## config.mk

```make
export PLATFORM = sky130hd
export DESIGN_NAME = if_fetch_unit
export DESIGN_NICKNAME = d
export VERILOG_FILES = /design/src/rtl/if_fetch_unit.sv
export SDC_FILE = /design/constraint.sdc
export NUM_CORES = 1
export LEC_CHECK = 0
export CAP_MARGIN = 20
export CORE_ASPECT_RATIO = 2
export CORE_MARGIN = 3
export CORE_UTILIZATION = 51
export DETAILED_ROUTE_END_ITERATION = 10
export MAX_ROUTING_LAYER = met4
export PLACE_DENSITY = 0.81
export SLEW_MARGIN = 20
export SYNTH_ARGS = -nofsm -noshare
export SYNTH_HDL_FRONTEND = slang
export SYNTH_SLANG_ARGS = --single-unit
```

## constraint.sdc

```tcl
create_clock -name clk -period 2.2 [get_ports clk]
set_input_delay 0.22 -clock clk [delete_from_list [all_inputs] [get_ports clk]]
set_output_delay 0.22 -clock clk [all_outputs]
set_load 0.05 [all_outputs]
```

## src/rtl/if_fetch_unit.sv

```systemverilog
// Instruction fetch stage with IF/ID pipeline register, req/ack instruction-memory
// handshake, one-word hold buffer for frozen pipes and wrong-path squashing.
//
// state | meaning
// FETCH | request outstanding at pc; IF/ID takes the word on ack
// DRAIN | wrong-path request in flight; its data is dropped, then pc <= redir
// STALL | fetched word parked in hold_buf while Freeze is high; no request
module if_fetch_unit #(
    parameter logic [31:0] RESET_PC = 32'h0000_0000,
    parameter logic [31:0] PC_STEP  = 32'd4
) (
    input  logic        clk,
    input  logic        rst,
    input  logic        Freeze,
    input  logic        Branch_taken,
    input  logic [31:0] Branch_addr,
    output logic        imem_req,
    output logic [31:0] imem_addr,
    input  logic        imem_ack,
    input  logic [31:0] imem_data,
    output logic [31:0] PC_out,
    output logic [31:0] Instruction,
    output logic        Valid
);

    typedef enum logic [1:0] {FETCH, DRAIN, STALL} state_t;

    state_t      state, state_nxt;
    logic [31:0] pc, pc_nxt;
    logic [31:0] redir, redir_nxt;
    logic [31:0] hold_buf, hold_nxt;
    logic [31:0] pc_out_nxt, instr_nxt;
    logic        valid_nxt;
    logic [31:0] pc_inc;

    assign pc_inc    = pc + PC_STEP;
    assign imem_req  = rst && (state != STALL);
    assign imem_addr = pc;

    always_ff @(posedge clk) begin
        if (!rst) begin
            state       <= FETCH;
            pc          <= RESET_PC;
            redir       <= '0;
            hold_buf    <= '0;
            PC_out      <= '0;
            Instruction <= '0;
            Valid       <= 1'b0;
        end else begin
            state       <= state_nxt;
            pc          <= pc_nxt;
            redir       <= redir_nxt;
            hold_buf    <= hold_nxt;
            PC_out      <= pc_out_nxt;
            Instruction <= instr_nxt;
            Valid       <= valid_nxt;
        end
    end

    always_comb begin
        state_nxt  = state;
        pc_nxt     = pc;
        redir_nxt  = redir;
        hold_nxt   = hold_buf;
        pc_out_nxt = PC_out;
        instr_nxt  = Instruction;
        valid_nxt  = Valid;
        case (state)
            FETCH: begin
                if (imem_ack) begin
                    if (Branch_taken) begin
                        pc_nxt    = Branch_addr;
                        instr_nxt = '0;
                        valid_nxt = 1'b0;
                    end else if (Freeze) begin
                        hold_nxt  = imem_data;
                        state_nxt = STALL;
                    end else begin
                        pc_out_nxt = pc_inc;
                        instr_nxt  = imem_data;
                        valid_nxt  = 1'b1;
                        pc_nxt     = pc_inc;
                    end
                end else if (Branch_taken) begin
                    // pc must stay put until the in-flight request is acked
                    redir_nxt = Branch_addr;
                    instr_nxt = '0;
                    valid_nxt = 1'b0;
                    state_nxt = DRAIN;
                end else if (!Freeze) begin
                    instr_nxt = '0;
                    valid_nxt = 1'b0;
                end
            end
            DRAIN: begin
                instr_nxt = '0;
                valid_nxt = 1'b0;
                if (Branch_taken)
                    redir_nxt = Branch_addr;
                if (imem_ack) begin
                    pc_nxt    = Branch_taken ? Branch_addr : redir;
                    state_nxt = FETCH;
                end
            end
            STALL: begin
                if (Branch_taken) begin
                    pc_nxt    = Branch_addr;
                    instr_nxt = '0;
                    valid_nxt = 1'b0;
                    state_nxt = FETCH;
                end else if (!Freeze) begin
                    pc_out_nxt = pc_inc;
                    instr_nxt  = hold_buf;
                    valid_nxt  = 1'b1;
                    pc_nxt     = pc_inc;
                    state_nxt  = FETCH;
                end
            end
            default: state_nxt = FETCH;
        endcase
    end

endmodule

```

* Word-level counts from Yosys, hierarchy flattened
Index checks and enable logic that the tools add are counted.
** Cells by class
- Order comparisons :: 0
- Bitwise logic cells :: 1
- Add/subtract/negate cells :: 1
- Equal/unequal tests :: 12
- Reduce and logical (&&, ||, !) cells :: 12
- $mul :: 0
- Multiplexer cells :: 34
- Divide/modulo/power cells :: 0
- Shift operators :: 0
** Operator list (count)
- $mux 32 :: 16
- $pmux 32 s3 :: 2
- $pmux 32 s2 :: 2
- $add 32x3->32 const B :: 1
- $ne 3x3->1 const B :: 5
- $mux 2 :: 7
- $ne 2x2->1 const B :: 4
- $pmux 2 s3 :: 1
- $reduce_and 2->1 :: 3
- $reduce_and 3->1 :: 2
- $mux 1 :: 5
- $reduce_and 5->1 :: 1
- $ne 4x4->1 const B :: 1
- $reduce_and 4->1 :: 1
- $reduce_bool 2->1 :: 2
- $pmux 1 s3 :: 1
- $reduce_bool 3->1 :: 1
- $eq 2x1->1 const B :: 1
- $eq 2x2->1 const B :: 1
- $logic_not 2->1 :: 1
- $logic_and 1x1->1 :: 1
- $not 1->1 :: 1
** Word-level totals
- Output and inout bits :: 98
- Word-level logic and storage cells :: 67
- Bits of input ports :: 69
- RAM bits :: 0
- Memory bits (read-only) :: 0
- Memories :: 0
- Bits in latches :: 0
- Register bits :: 163

* Longest topological paths before layout
Gate-level depths: netlist (run 1).
- Depth in word-level cells :: 5
- Gate-level depth with buffers :: 9
- Depth with buffers taken out :: 7

* Least setup slack after synthesis (run 1)
OpenSTA, ideal clock, no wires.
- Path type :: flip-flop to flip-flop
- From :: register pc[2], in the netlist imem_addr[2]
- To :: register pc[18], in the netlist imem_addr[18]
- Slack :: -0.067 ns
- Buffers on the path :: 0
- Required time :: 2.108 ns
- Cell stages (with the launch flop) :: 7
- Data arrival time :: 2.175 ns
- Period minus slack after synthesis :: 2.267 ns
- Library setup time :: 0.092 ns
- Path through :: dfxtp_1 -> ha_1 -> and4_1 -> and4bb_2 -> nand4_1 -> o31a_1 -> o32ai_1
** On the way
- Longest elaborated chain between the ends :: 5
** Ends and longest elaborated chain
- from (decl) :: line 29 : logic [31:0] pc, pc_nxt;
- from (signal assigned) :: line 51 : pc <= pc_nxt;
- $add 32x3->32 (*) :: line 36 : assign pc_inc = pc + PC_STEP;
- $mux 32 (*) :: line 75, 111
- $mux 32 (*) :: line 71 : if (Branch_taken) begin
- $mux 32 :: line 70 : if (imem_ack) begin
- $pmux 32 s3 (*) :: line 68 : case (state)
Mark *: on every way between the ends. The rest lies on a longest branch, timed or not. The select of a mux whose other input is x is not followed.
A chain may end at the register's enable or synchronous reset.

* Worst setup path in the final report (run 1)
Ends and elaborated chain as after synthesis.

==> flow_summary.ini, run 1 <==
[sta]
fin_crit_ns = 2.11
fin_crit_sh = 0.959
setup_tns_ns = 0
setup_viol = 0
rsz0062_at_grt = true
fin_worst_skew_ns = 0.0130
slew_headroom = 0.519
fmax_mhz = 474
final_max_slew_viol_count = 0
tightestPinTransition_ns = 0.722
hold_viol_final = 0

[critical_path]
worstSetupStartpoint = imem_addr[2]
slowest_stage = dfxtp_2
r2r_start = imem_addr[2]
reg2reg_depth = 6
path_cells = ha_1 > and4_2 > and4bb_4 > nand4_1 > o31a_1 > o32ai_1
arrival_ns = 2.42
worstPathMaxFanout = 7
start_kind = flop
crit_path_end_kind = flop
critPathMaxStageDelay_ns = 0.38
crit_type = flop to flop
crit_required_ns = 2.51

[job]
cap_violations = 0

[logic_synthesis]
syn_nets = 1043
synthFlopType = dfxtp_1
seq_area_frac_synth = 0.435
synth_edf_count = 0
syn_area_um2 = 7500
yosys_register_bits = 163
synth.distinct_cells = 57
syn_inst = 969
synthArstFlopShare = 0
yosysWarnings = 0
synth.avg_cell_area_um2 = 7.74

[place]
hpwl_um = 15900
place_congestion = 0.926
portBuffers = 166

[routing]
routed_wl_um = 22700
vias_per_cell = 5.84
firstDrtPassIters = 5
drcViolationCount = 0
drtIter0Drc = 471
antenna_left = 0
vias = 7706
wl_per_cell_um = 17.2

[global_route]
gr-usage-met1 = 0.297
global_route.usage.met2 = 0.502
met3_usage = 0.0454
grt_pass1_vias = 7219
grt_max_degree = 68
grt_use_total = 0.283
gr-total-overflow = 0
grt_pass1_wl_um = 36200
busiest_layer = met2
antenna_found_initial = 0

[cts]
cts_setup_buffers = 0
ctsRootBufferMaster = clkbuf_16
postCtsHoldBufs = 0
clock_latency_ns = 0.42
ctsHtreeMaxLevel = 4
cts_buffers = 17
clk_path_buf_depth = 2
cts_sinks = 163
cts_tree = built
cts.clk_slew.worst_paths_ns = 0.07

[worst_hold_path]
hold_path.class = input port to flop
min-delay-start = imem_data[19]
min_path_cells = 3

[power]
power.density_nw_per_um2 = 796
power_leakage_uw = 0.00359
ir_worst_vdd_uv = 753
p_total_uw = 8030

[cells_and_area]
final_nets = 1189
nFillCells = 1143
drive_above_1_share = 0.0931
diodes = 0
syn_to_final_growth_pct = 34.6

[die]
initial_core_util = 0.522
core_area_um2 = 14400
die_w_um = 91.7
die_area_um2 = 16300
die_y_um = 177
io_pins = 167
row_count = 62

[status]
status = completed
[registers in the layout, indices dropped and copies added, names as in the netlist]
register,flops
Instruction,32
hold_buf,32
state,2
Valid,1
imem_addr,32
redir,32
PC_out,32
[final timing paths]
kind / to / slack (ns)
setup / recovery: imem_addr[18] / 0.09
setup reg to reg: imem_addr[18] / 0.09
hold reg to reg: redir[14] / 0.45
hold / removal: hold_buf[19] / 0.38
[cells by family (layout without fill, tap and decap cells)]
| logic type | count (synthesis) | after routing | synth area share |
|---|---|---|---|
| AO/OA/AOI/OAI | 308 | 308 | 0.243 |
| XOR/XNOR | 27 | 27 | 0.0315 |
| adder cells (fa/ha/maj) | 5 | 5 | 0.00835 |
| buffers and inverters | 94 | 253 | 0.0502 |
| flip-flops | 163 | 163 | 0.435 |
| multiplexers | 9 | 9 | 0.0122 |
| AND/OR/NAND/NOR | 363 | 363 | 0.219 |
[worst max-delay path: cells and delay by family (launching register included)]
family / cells / cell delay (ns)
adder cells (fa/ha/maj): 1 / 0.21
flip-flops: 1 / 0.38
AND/OR/NAND/NOR: 3 / 0.79
AO/OA/AOI/OAI: 2 / 0.61
[per-stage QoR]
stage | instances | cell area [um2] | setup slack [ns] | hold WS, ns | utilization
after floorplan | 969 | 7500 | 0.00570 | 0.356 | -
after global placement | 1288 | 9510 | 0.143 | 0.437 | 0.662
after detailed placement | 1288 | 9510 | 0.00569 | 0.442 | 0.662
after CTS | 1320 | 10100 | 0.00416 | 0.361 | 0.702
after global routing | 1320 | 10100 | -0.0105 | 0.372 | 0.703
final | 1320 | 10100 | 0.0911 | 0.377 | 0.703
[per-layer routing]
metal | part of all wire | wire length (um)
met3 | 0.059 | 1340
met4 | 0.051 | 1150
met1 | 0.36 | 8140
met5 | 0 | 0
met2 | 0.53 | 12100
[report_power, final]
part	switching [uW]	internal (uW)
combinational	1210	717
sequential	154	3140
clock	1300	1510
total	2660	5370
[area by class of cell]
class / instances / area (um2) / area share
well taps: 192 / 240 / 0.0238
clock buffers: 19 / 443 / 0.0439
repair buffers: 213 / 2080 / 0.206
inverters: 8 / 32.5 / 0.00322
clock inverters: 13 / 121 / 0.0120
flip-flops and latches: 163 / 3270 / 0.324
multi-input cells: 712 / 3910 / 0.387
[repair_timing]
action | CTS | global route
setup endpoints to repair | 1 | 7
pin swaps | 0 | 1
resized for setup | 1 | 6
[synthesized netlist by cell type (9+ instances only)]
| master | number | area [um2] |
|---|---|---|
| clkbuf_1 | 75 | 282 |
| nor2_1 | 66 | 248 |
| xor2_1 | 17 | 149 |
| a22oi_1 | 35 | 263 |
| o21ai_0 | 47 | 235 |
| and3_1 | 15 | 93.8 |
| nand2_1 | 187 | 702 |
| xnor2_1 | 10 | 87.6 |
| dfxtp_1 | 163 | 3260 |
| nand3_1 | 17 | 85.1 |
| nor3_1 | 36 | 180 |
| a211oi_1 | 9 | 67.6 |
| a21oi_1 | 159 | 796 |
[cell usage in the layout, fill, tap and decap left out, drive strengths merged, types with 15 or more instances in the layout]
| master | count |
|---|---|
| and3 | 15 |
| a21oi | 159 |
| nor2 | 66 |
| nand2 | 187 |
| a22oi | 35 |
| nand3 | 18 |
| clkdlybuf4s50 | 164 |
| dfxtp | 163 |
| buf | 49 |
| clkbuf | 19 |
| xor2 | 17 |
| o21ai | 49 |
| nor3 | 36 |
(Power assumes the default switching activity.)
==> run 2: changes to the inputs <==
- CAP_MARGIN: 20 -> unset
==> results of run 2 <==
Final layout, timing and power as in run 1 (identical DEF).
==> run 3: changes to the inputs <==
- CORE_UTILIZATION: 51 -> 52
- CTS_BUF_LIST: unset -> sky130_fd_sc_hd__clkbuf_4 sky130_fd_sc_hd__clkbuf_8
- PLACE_DENSITY: 0.81 -> 0.82
==> flow_summary.ini, run 3 (synthesis gave the netlist of run 1 again) <==
[place]
portBuffers = 166
place_congestion = 0.941
placed_area_um2 = 9510
hpwl_um = 15700

[sta]
final_max_slew_viol_count = 0
fmax_mhz = 472
slew_headroom = 0.534
fin_crit_ns = 2.12
rsz0062_at_grt = false
hold_viol_final = 0
fin_worst_skew_ns = 0.0182
fin_crit_sh = 0.963
setup_viol = 0
setup_tns_ns = 0
tightestPinTransition_ns = 0.699

[die]
die_y_um = 176
core_area_um2 = 14000
io_pins = 167
die_area_um2 = 16000
die_w_um = 90.9
initial_core_util = 0.534
row_count = 61

[critical_path]
r2r_end = imem_addr[18]
start_kind = flop
crit_cells = 2
worstSetupStartpoint = imem_addr[6]
crit_family = buffers and inverters
worst-path-buf-inv = 2
reg2reg_slack_ns = 0.10
worstPathMaxFanout = 7
critPathMaxStageDelay_ns = 0.80
slowest_stage = clkdlybuf4s50_1
crit_path_end_kind = primary output
crit_required_ns = 1.98
arrival_ns = 1.90
cp-endpoint = imem_addr[6]
path_cells = buf_4 > clkdlybuf4s50_1
reg2reg_depth = 6
crit_type = flop to primary output
r2r_start = imem_addr[2]

[global_route]
met3_usage = 0.0484
global_route.usage.met2 = 0.503
grt_pass1_wl_um = 35800
grt_use_total = 0.283
grt_pass1_vias = 7253
grt_max_degree = 67
busiest_layer = met2
antenna_found_initial = 0
gr-total-overflow = 0
gr-usage-met1 = 0.296

[job]
cap_violations = 0

[cts]
ctsRootBufferMaster = clkbuf_8
cts_tree = built
ctsHtreeMaxLevel = 4
cts_buffers = 17
clk_path_buf_depth = 2
clock_latency_ns = 0.45
cts.clk_slew.worst_paths_ns = 0.10
cts_sinks = 163

[cells_and_area]
drive_above_1_share = 0.0922
stdcell_area_um2 = 9890
nFillCells = 1211
post-route-util = 0.704
diodes = 0
syn_to_final_growth_pct = 31.9
layout_common_cells = nand2_1, clkdlybuf4s50_1, dfxtp_1, a21oi_1, nor2_1
final_nets = 1190
layout.cells.most_common = nand2_1

[power]
ir_worst_vdd_uv = 510
clock_power_share = 0.284
switching_power_uw = 2500
power_leakage_uw = 0.00350
power_frac_seq = 0.453
p_total_uw = 7270
power.density_nw_per_um2 = 736
sw_frac_of_total = 0.343
internal_power_uw = 4780
pwr-share-comb = 0.263

[routing]
drcViolationCount = 0
firstDrtPassIters = 5
wl_per_cell_um = 16.7
vias = 7632
vias_per_cell = 5.79
drtIter0Drc = 539
routed_wl_um = 22000
antenna_left = 0

[worst_hold_path]
hold_path.class = input port to flop

[status]
status = completed
[run 3: cell types whose count changed in the layout (fill, tap and decap cells not counted), sizes merged]
cell and change:
clkinv -5, clkinvlp +3, buf +1, bufinv +1
clkbuf -1, inv +1
[run 3: layout make-up]
class | count | area, um2 | share of cell area
well taps | 189 | 236 | 0.0239
clock inverters | 13 | 126 | 0.0128
flip-flops and latches | 163 | 3270 | 0.330
inverters | 8 | 32.5 | 0.00329
repair buffers | 214 | 2080 | 0.210
multi-input cells | 712 | 3910 | 0.395
clock buffers | 18 | 241 | 0.0244
[run 3: metal layers]
layer,vias up,wire [um],share of wire
met5,-,0,0
met4,0,993,0.045
met3,80,1150,0.052
met2,315,11800,0.53
met1,3535,8130,0.37
li1,3702,-,-
[run 3: how the worst min path moves through the flow]
stage / to / cells after the start / startpoint
after global routing: Valid / 3 / Branch_taken
after global placement: redir[17] / 2 / redir[17]
after CTS: Instruction[21] / 4 / Branch_taken
final: Instruction[21] / 4 / Branch_taken
after detailed placement: redir[23] / 2 / redir[23]
after floorplan: redir[0] / 2 / Branch_addr[0]
[run 3: metrics by stage]
stage	setup slack, ns	hold slack (ns)	instances
floorplan	0.00570	0.356	969
finish	0.0819	0.302	1317
global placement	0.173	0.437	1286
global route	0.00900	0.325	1317
CTS	0.0824	0.280	1317
detailed placement	0.0998	0.442	1286
[run 3: power groups by stage]
stage / clock (uW) / combinational (uW) / sequential, uW
5_1_grt: 2240 / 2050 / 3320
2_1_floorplan: 0 / 793 / 3740
4_1_cts: 2110 / 1910 / 3290
3_3_place_gp: 0 / 1880 / 3350
6_report: 2070 / 1910 / 3290
3_5_place_dp: 0 / 1900 / 3360
[run 3: what timing repair did]
action | CTS | global route
gates resized for setup | 0 | 4
hold endpoints to repair | 0 | 0
hold buffers | 0 | 0
setup buffers | 0 | 0
setup endpoints to repair | 0 | 7
[run 3: worst min-delay path, stage by stage]
cell	delay, ns
buf_2	0.23
nor3_1	0.09
a21oi_1	0.11
nor2_1	0.05
